==> config.mk <==
export PLATFORM = sky130hd
export DESIGN_NAME = uart_tx
export DESIGN_NICKNAME = d
export VERILOG_FILES = /design/src/rtl/uart_tx.sv
export SDC_FILE = /design/constraint.sdc
export NUM_CORES = 1
export LEC_CHECK = 0
export CAP_MARGIN = 0
export CORE_MARGIN = 3
export CORE_UTILIZATION = 43
export DETAILED_ROUTE_END_ITERATION = 6
export GPL_TIMING_DRIVEN = 0
export PLACE_DENSITY = 0.69
export SKIP_CTS_REPAIR_TIMING = 1
export SLEW_MARGIN = 20
export SYNTH_ARGS = -nofsm -noshare
export SYNTH_HDL_FRONTEND = slang
export SYNTH_SLANG_ARGS = --single-unit
==> constraint.sdc <==
create_clock -name clk -period 2.3 [get_ports clk]
set_clock_uncertainty 0.05 [all_clocks]
set_input_delay 0.46 -clock clk [delete_from_list [all_inputs] [get_ports clk]]
set_output_delay 0.46 -clock clk [all_outputs]
set_load 0.1 [all_outputs]
==> src/rtl/uart_tx.sv <==
// rtl/uart_tx.sv - UART transmitter: holding register, LSB-first framing, bit_tick paced
// Frame is start(0), FRAME_BITS data bits, STOP_BITS stop bits(1); no idle gap when a word is held.
module uart_tx #(
  parameter int FRAME_BITS = 8,
  parameter int STOP_BITS  = 1
) (
  input  logic                  clk,
  input  logic                  reset_n,
  input  logic                  bit_tick,
  input  logic [FRAME_BITS-1:0] tx_data,
  input  logic                  tx_valid,
  output logic                  tx_ready,
  output logic                  tx_out,
  output logic                  busy,
  output logic                  tx_done
);

  localparam int CW = (FRAME_BITS > 1) ? $clog2(FRAME_BITS) : 1;
  localparam logic [CW-1:0] LAST_BIT = CW'(FRAME_BITS - 1);
  localparam logic LAST_STOP = (STOP_BITS == 2);

  typedef enum logic [1:0] {IDLE, START, DATA, STOP} state_t;

  state_t                state, state_n;
  logic [FRAME_BITS-1:0] hold, hold_n;
  logic                  hold_full, hold_full_n;
  logic [FRAME_BITS-1:0] shifter, shifter_n;
  logic [CW-1:0]         bit_cnt, bit_cnt_n;
  logic                  stop_cnt, stop_cnt_n;
  logic                  tx_out_n, busy_n, tx_done_n;

  assign tx_ready = !hold_full;

  always_comb begin
    state_n     = state;
    hold_n      = hold;
    hold_full_n = hold_full;
    shifter_n   = shifter;
    bit_cnt_n   = bit_cnt;
    stop_cnt_n  = stop_cnt;
    tx_out_n    = tx_out;
    tx_done_n   = 1'b0;

    // Handshake needs an empty hold, a load needs a full one, so they never collide.
    if (tx_valid && !hold_full) begin
      hold_n      = tx_data;
      hold_full_n = 1'b1;
    end

    if (bit_tick) begin
      case (state)
        IDLE: begin
          if (hold_full) begin
            shifter_n   = hold;
            hold_full_n = 1'b0;
            state_n     = START;
            tx_out_n    = 1'b0;
          end
        end
        START: begin
          state_n   = DATA;
          bit_cnt_n = '0;
          tx_out_n  = shifter[0];
        end
        DATA: begin
          if (bit_cnt == LAST_BIT) begin
            state_n    = STOP;
            stop_cnt_n = 1'b0;
            tx_out_n   = 1'b1;
          end else begin
            shifter_n = shifter >> 1;
            bit_cnt_n = bit_cnt + 1'b1;
            tx_out_n  = shifter_n[0];
          end
        end
        STOP: begin
          if (stop_cnt == LAST_STOP) begin
            tx_done_n = 1'b1;
            if (hold_full) begin
              shifter_n   = hold;
              hold_full_n = 1'b0;
              state_n     = START;
              tx_out_n    = 1'b0;
            end else begin
              state_n  = IDLE;
              tx_out_n = 1'b1;
            end
          end else begin
            stop_cnt_n = stop_cnt + 1'b1;
            tx_out_n   = 1'b1;
          end
        end
        default: begin
          state_n  = IDLE;
          tx_out_n = 1'b1;
        end
      endcase
    end

    busy_n = (state_n != IDLE);
  end

  always_ff @(posedge clk or negedge reset_n) begin
    if (!reset_n) begin
      state     <= IDLE;
      hold      <= '0;
      hold_full <= 1'b0;
      shifter   <= '0;
      bit_cnt   <= '0;
      stop_cnt  <= 1'b0;
      tx_out    <= 1'b1;
      busy      <= 1'b0;
      tx_done   <= 1'b0;
    end else begin
      state     <= state_n;
      hold      <= hold_n;
      hold_full <= hold_full_n;
      shifter   <= shifter_n;
      bit_cnt   <= bit_cnt_n;
      stop_cnt  <= stop_cnt_n;
      tx_out    <= tx_out_n;
      busy      <= busy_n;
      tx_done   <= tx_done_n;
    end
  end

endmodule

; ---- After elaboration in Yosys (flattened, before gate mapping)
; Index checks and enable logic that the tools add are counted.
[op_classes]
add_sub_neg = 2
n_reduce_logical = 11
mux = 28
eq_ne = 8
[op_table]
columns = operator, count
row1 = $mux W8, 3
row2 = $pmux W8 S3, 1
row3 = $mux W1, 14
row4 = $mux W2, 4
row5 = $ne A2 B2 Y1 const B, 4
row6 = $pmux W2 S4, 1
row7 = $pmux W3 S2, 1
row8 = $reduce_and A3 Y1, 2
row9 = $reduce_bool A2 Y1, 3
row10 = $eq A2 B2 Y1 const B, 2
row11 = $pmux W1 S2, 2
row12 = $pmux W1 S4, 1
row13 = $reduce_and A4 Y1, 1
row14 = $add A3 B1 Y3 const B, 1
row15 = $eq A3 B3 Y1 const B, 1
row16 = $mux W3, 1
row17 = $reduce_bool A3 Y1, 1
row18 = $eq A2 B1 Y1 const B, 1
row19 = $logic_not A2 Y1, 1
row20 = $reduce_and A2 Y1, 1
row21 = $add A1 B1 Y1 const B, 1
row22 = $logic_and A1 B1 Y1, 1
row23 = $logic_not A1 Y1, 1
[word_totals]
out_inout_bits = 4
regBits = 26
in_bits = 12

; ---- Depth between registers and ports, before layout
[depth]
ltp_word = 7
mapped_depth = 7
mapped_depth_nobuf = 5

; ---- Worst setup path after synthesis
; No wires, ideal clock.
[synth_path]
path_kind = register to register
start = reg bit_cnt[0]
end = reg shifter[0]
path_buffers = 0
synth_period_minus_slack_ps = 1957
arrival_time_ps = 1782
required_time_ps = 2125
setup_slack_ps = 343
path_stages_with_launch = 5
path_cell_list = dfrtp_1 ha_1 ha_1 a2111oi_4 mux2_2
[synth_between]
elab_chain_len = 3
[synth_lines]
columns = element, line_no
row1 = from (decl), 28  ; logic [CW-1:0] bit_cnt, bit_cnt_n;
row2 = from (signal assigned), 119  ; bit_cnt <= bit_cnt_n;
row3 = $eq A3 B3 Y1, 66  ; if (bit_cnt == LAST_BIT) begin
row4 = $ne A2 B2 Y1 (no line), --
row5 = $reduce_and A4 Y1 (no line), --
row6 = to (signal assigned), 118  ; shifter <= shifter_n;
row7 = to (decl), 27  ; logic [FRAME_BITS-1:0] shifter, shifter_n;
; No other way between the ends.
; A chain may end at the register's enable or synchronous reset.

; ---- Worst setup path in the final report
[layout_path]
start = reg hold_full
end = out tx_ready
[layout_between]
elab_chain_len = 1
[layout_lines]
columns = element, line_no
row1 = from (decl), 26  ; logic hold_full, hold_full_n;
row2 = from (signal assigned), 117  ; hold_full <= hold_full_n;
row3 = $logic_not A1 Y1, 32  ; assign tx_ready = !hold_full;
row4 = to (decl), 12  ; output logic tx_ready,
; No other way between the ends.

==> metrics.csv <==
stage,metric,value,unit
run_status,status,"finished, final reports clean",
worst_setup_path,CP startpoint,hold_full$_DFF_PN0_,
worst_setup_path,startpoint types,flop,
worst_setup_path,WS Path Type,reg2out,
worst_setup_path,crit path max-delay cell type,dlymetal6s2s_1,
grt,grt total ovfl,0,
power,Clk pwr share,0.103,
timing,Least-Margin Pin Slew,0.961,ns
floorplan,Core Rows,18,
synth,Synth cell types,24,
floorplan,Initial Util,0.474,
min_path,HP Class,in2async,
worst_setup_path,largest fanout on the critical path,8,
routing,DR vias,792,
synth,"FF+latch count, synth",25,
synth,Post-Synth Adder-Cell Area,0.0708,
final_layout,diode count,0,
placed_design,placed cells,137,
worst_setup_path,worst setup path endpoint,tx_ready,
routing,number of remaining DRC errors,0,
synth,largest family of logic cells by synthesized area,multiplexers,
synth,Synth Area in Compound Gates,0.125,
routing,DR vias/cell,5.62,
clock_network,CTS tree,done,
synth,synthesized cell area,1240,um2
routing,wire per inst,14.6,um
timing,"Hold Violations, Final",0,
synth,XOR/XNOR Fraction of Synth Area,0,
floorplan,Die Height,59.6,um
clock_network,worst skew pair latency,0.32,ns
final_layout,final non-filler cell total,141,
power,part of the power in combinational logic,0.503,
power,switch share,0.396,
clock_network,Num CTS Buffers,3,
synth,mux contribution to synthesized area,0.218,
clock_network,root buffer cell,clkbuf_4,
synth,Synth Instances,93,
worst_setup_path,Critical Path AT,1.67,ns
routing,initial DRC count,12,
timing,setup_tns,0,ns
power,PwrDens,1380,nW/um2
floorplan,core region area,2610,um2
synth,net count after synthesis,112,
worst_setup_path,Crit. End Element,primary output,
timing,Slew Limit Fails,0,
timing,Final period util,0.949,
timing,crit path time final,2.18,ns
clock_network,Sink Count,25,
power,register share of total power,0.394,
timing,Peak Freq,0.458,GHz
synth,syn avg cell area,13.3,um2
routing,final wirelength,2060,um
floorplan,Die W,59.6,um
worst_setup_path,worst r2r path cells,4,
final_layout,share of layout cells above drive strength 1,0.324,
flow_run,max-cap violation count,0,
clock_network,H-tree levels,1,
final_layout,final core utilization,0.555,
timing,max_slew headroom,0.358,
timing,Final setup viols,0,
power,P_int,1210,uW
power,LEAKAGE,0.000680,uW
worst_setup_path,FF-to-FF setup slack,0.13,ns
grt,largest net degree at the start of global routing,26,
power,peak supply drop,0.843,mV
final_layout,fin nets,131,
synth,part of the Yosys area used for sequential elements,0.507,
worst_setup_path,RR Endpoint,shifter[7]$_DFFE_PN0P_,
synth,synth warn,0,
timing,RSZ-0062 raised after global routing,false,
power,switching pwr,789,uW
routing,Antenna Nets Post-Route,0,
placed_design,Final Wtd Congestion,0.835,
placed_design,Final HPWL DP,1510,um
grt,first-pass GRT wire length,3830,um
final_layout,Syn-to-layout area delta,17.2,%
placed_design,I/O Buffers,14,
grt,vias in the first global route,878,
worst_setup_path,CP Data Required Time,1.79,ns
worst_setup_path,CP max stage delay,0.74,ns
grt,antenna violations before repair,0,
worst_setup_path,R2R Path Start,bit_cnt[0]$_DFFE_PN0P_,
worst_setup_path,worst-path cell chain,inv_1 -> dlymetal6s2s_1,
floorplan,Die ar.,3560,um2
floorplan,I/O Pins,16,
grt,Tot GR Track Use,0.142,
clock_network,Worst-path clk slew,0.15,ns
synth,Post-Synth Simple-Gate Area,0.0475,
routing,drt first pass iters,4,
clock_network,Max Root-Sink Buffers,2,
area by class of cell:
| class | count | area [um2] |
|---|---|---|
| Fill cell | 231 | 1160 |
| Buffer | 4 | 20.0 |
| Tap cell | 30 | 37.5 |
| Sequential cell | 25 | 627 |
| Inverter | 5 | 18.8 |
| Clock buffer | 3 | 22.5 |
| Clock inverter | 1 | 7.51 |
| Multi-Input combinational cell | 59 | 572 |
| Timing Repair Buffer | 14 | 145 |
power by group through the flow:
| stage | registers, uW | clock network, uW | logic [uW] |
|---|---|---|---|
| 6_report | 786 | 206 | 1000 |
| 5_1_grt | 819 | 221 | 1110 |
| 4_1_cts | 789 | 215 | 1020 |
| 3_5_place_dp | 799 | 0 | 1020 |
| 3_3_place_gp | 787 | 0 | 980 |
| 2_1_floorplan | 891 | 0 | 700 |
synth_stat cells (all sizes together):
master / instances / area (um2)
buf: 2 / 12.5
nor2b: 2 / 12.5
clkbuf: 2 / 7.51
o21a: 1 / 7.51
mux2: 24 / 270
a221o: 1 / 10.0
ha: 7 / 87.6
nand2: 1 / 3.75
a32o: 2 / 20.0
nor2: 5 / 21.3
a22o: 5 / 43.8
o21bai: 1 / 7.51
o21ai: 4 / 20.0
nand2b: 1 / 6.26
and2b: 1 / 8.76
and2: 1 / 6.26
a2111oi: 1 / 27.5
a211oi: 1 / 7.51
inv: 5 / 18.8
dfstp: 1 / 26.3
dfrtp: 24 / 601
o32a: 1 / 11.3
per-stage QoR:
step	worst slack (ns)	cell area [um2]	total power [uW]	hold slack, ns
detailed placement	0.0946	1420	1820	0.443
finish	0.118	1450	1990	0.0512
global placement	0.106	1420	1770	0.436
floorplan	0.343	1240	1590	0.114
global route	0.00738	1450	2150	0.0801
CTS	-0.287	1450	2020	0.402
how the worst min path moves through the flow:
stage	endpoint	from	depth (start not counted)
detailed placement	shifter[3]$_DFFE_PN0P_	shifter[3]$_DFFE_PN0P_	1
global route	shifter[5]$_DFFE_PN0P_	reset_n	1
CTS	tx_done$_DFF_PN0_	bit_tick	2
global placement	shifter[4]$_DFFE_PN0P_	shifter[4]$_DFFE_PN0P_	1
floorplan	bit_cnt[0]$_DFFE_PN0P_	reset_n	0
finish	hold[5]$_DFFE_PN0P_	reset_n	1
cells by family after synthesis:
logic type,after synthesis
fa+ha+maj,7
buf+inv,9
flops,25
simple gates,11
mux,24
compound gates,17
placed cells by master (no fill, tap or decap):
cell and n:
nor2_2 1, a32o_1 2, nor2b_1 2, clkbuf_4 3, nand2b_1 1, clkdlybuf4s50_1 9
and2_1 1, a2111oi_4 1, dfrtp_1 24, inv_1 5, dfstp_2 1, buf_2 2
mux2_2 24, o21ai_0 4, a211oi_1 1, buf_4 1, a22o_1 5, nor2_1 4
and2b_2 1, o32a_2 1, o21a_1 1, clkbuf_1 2, a221o_1 1, dlymetal6s2s_1 4
o21bai_1 1, clkinvlp_4 1, ha_1 7, nand2_1 1
critical path: cells and delay by family (launching register included):
| family | cells | cell delay, ns |
|---|---|---|
| buffers and inverters | 2 | 0.85 |
| flip-flops | 1 | 0.50 |
metal layers:
metal / GRT usage / share of wire / vias up
met5: 0 / 0 / -
met2: 0.250 / 0.51 / 17
met3: 0.0196 / 0.043 / 2
met1: 0.174 / 0.44 / 404
li1: - / - / 369
met4: 0.0570 / 0.0073 / 0
state kept, by name (all words and copies together), names as in the netlist:
| name | cells |
|---|---|
| tx_done | 1 |
| hold | 8 |
| busy | 1 |
| hold_full | 1 |
| bit_cnt | 3 |
| shifter | 8 |
| state | 2 |
| tx_out | 1 |
No activity file was read; power rests on OpenSTA's default activity.
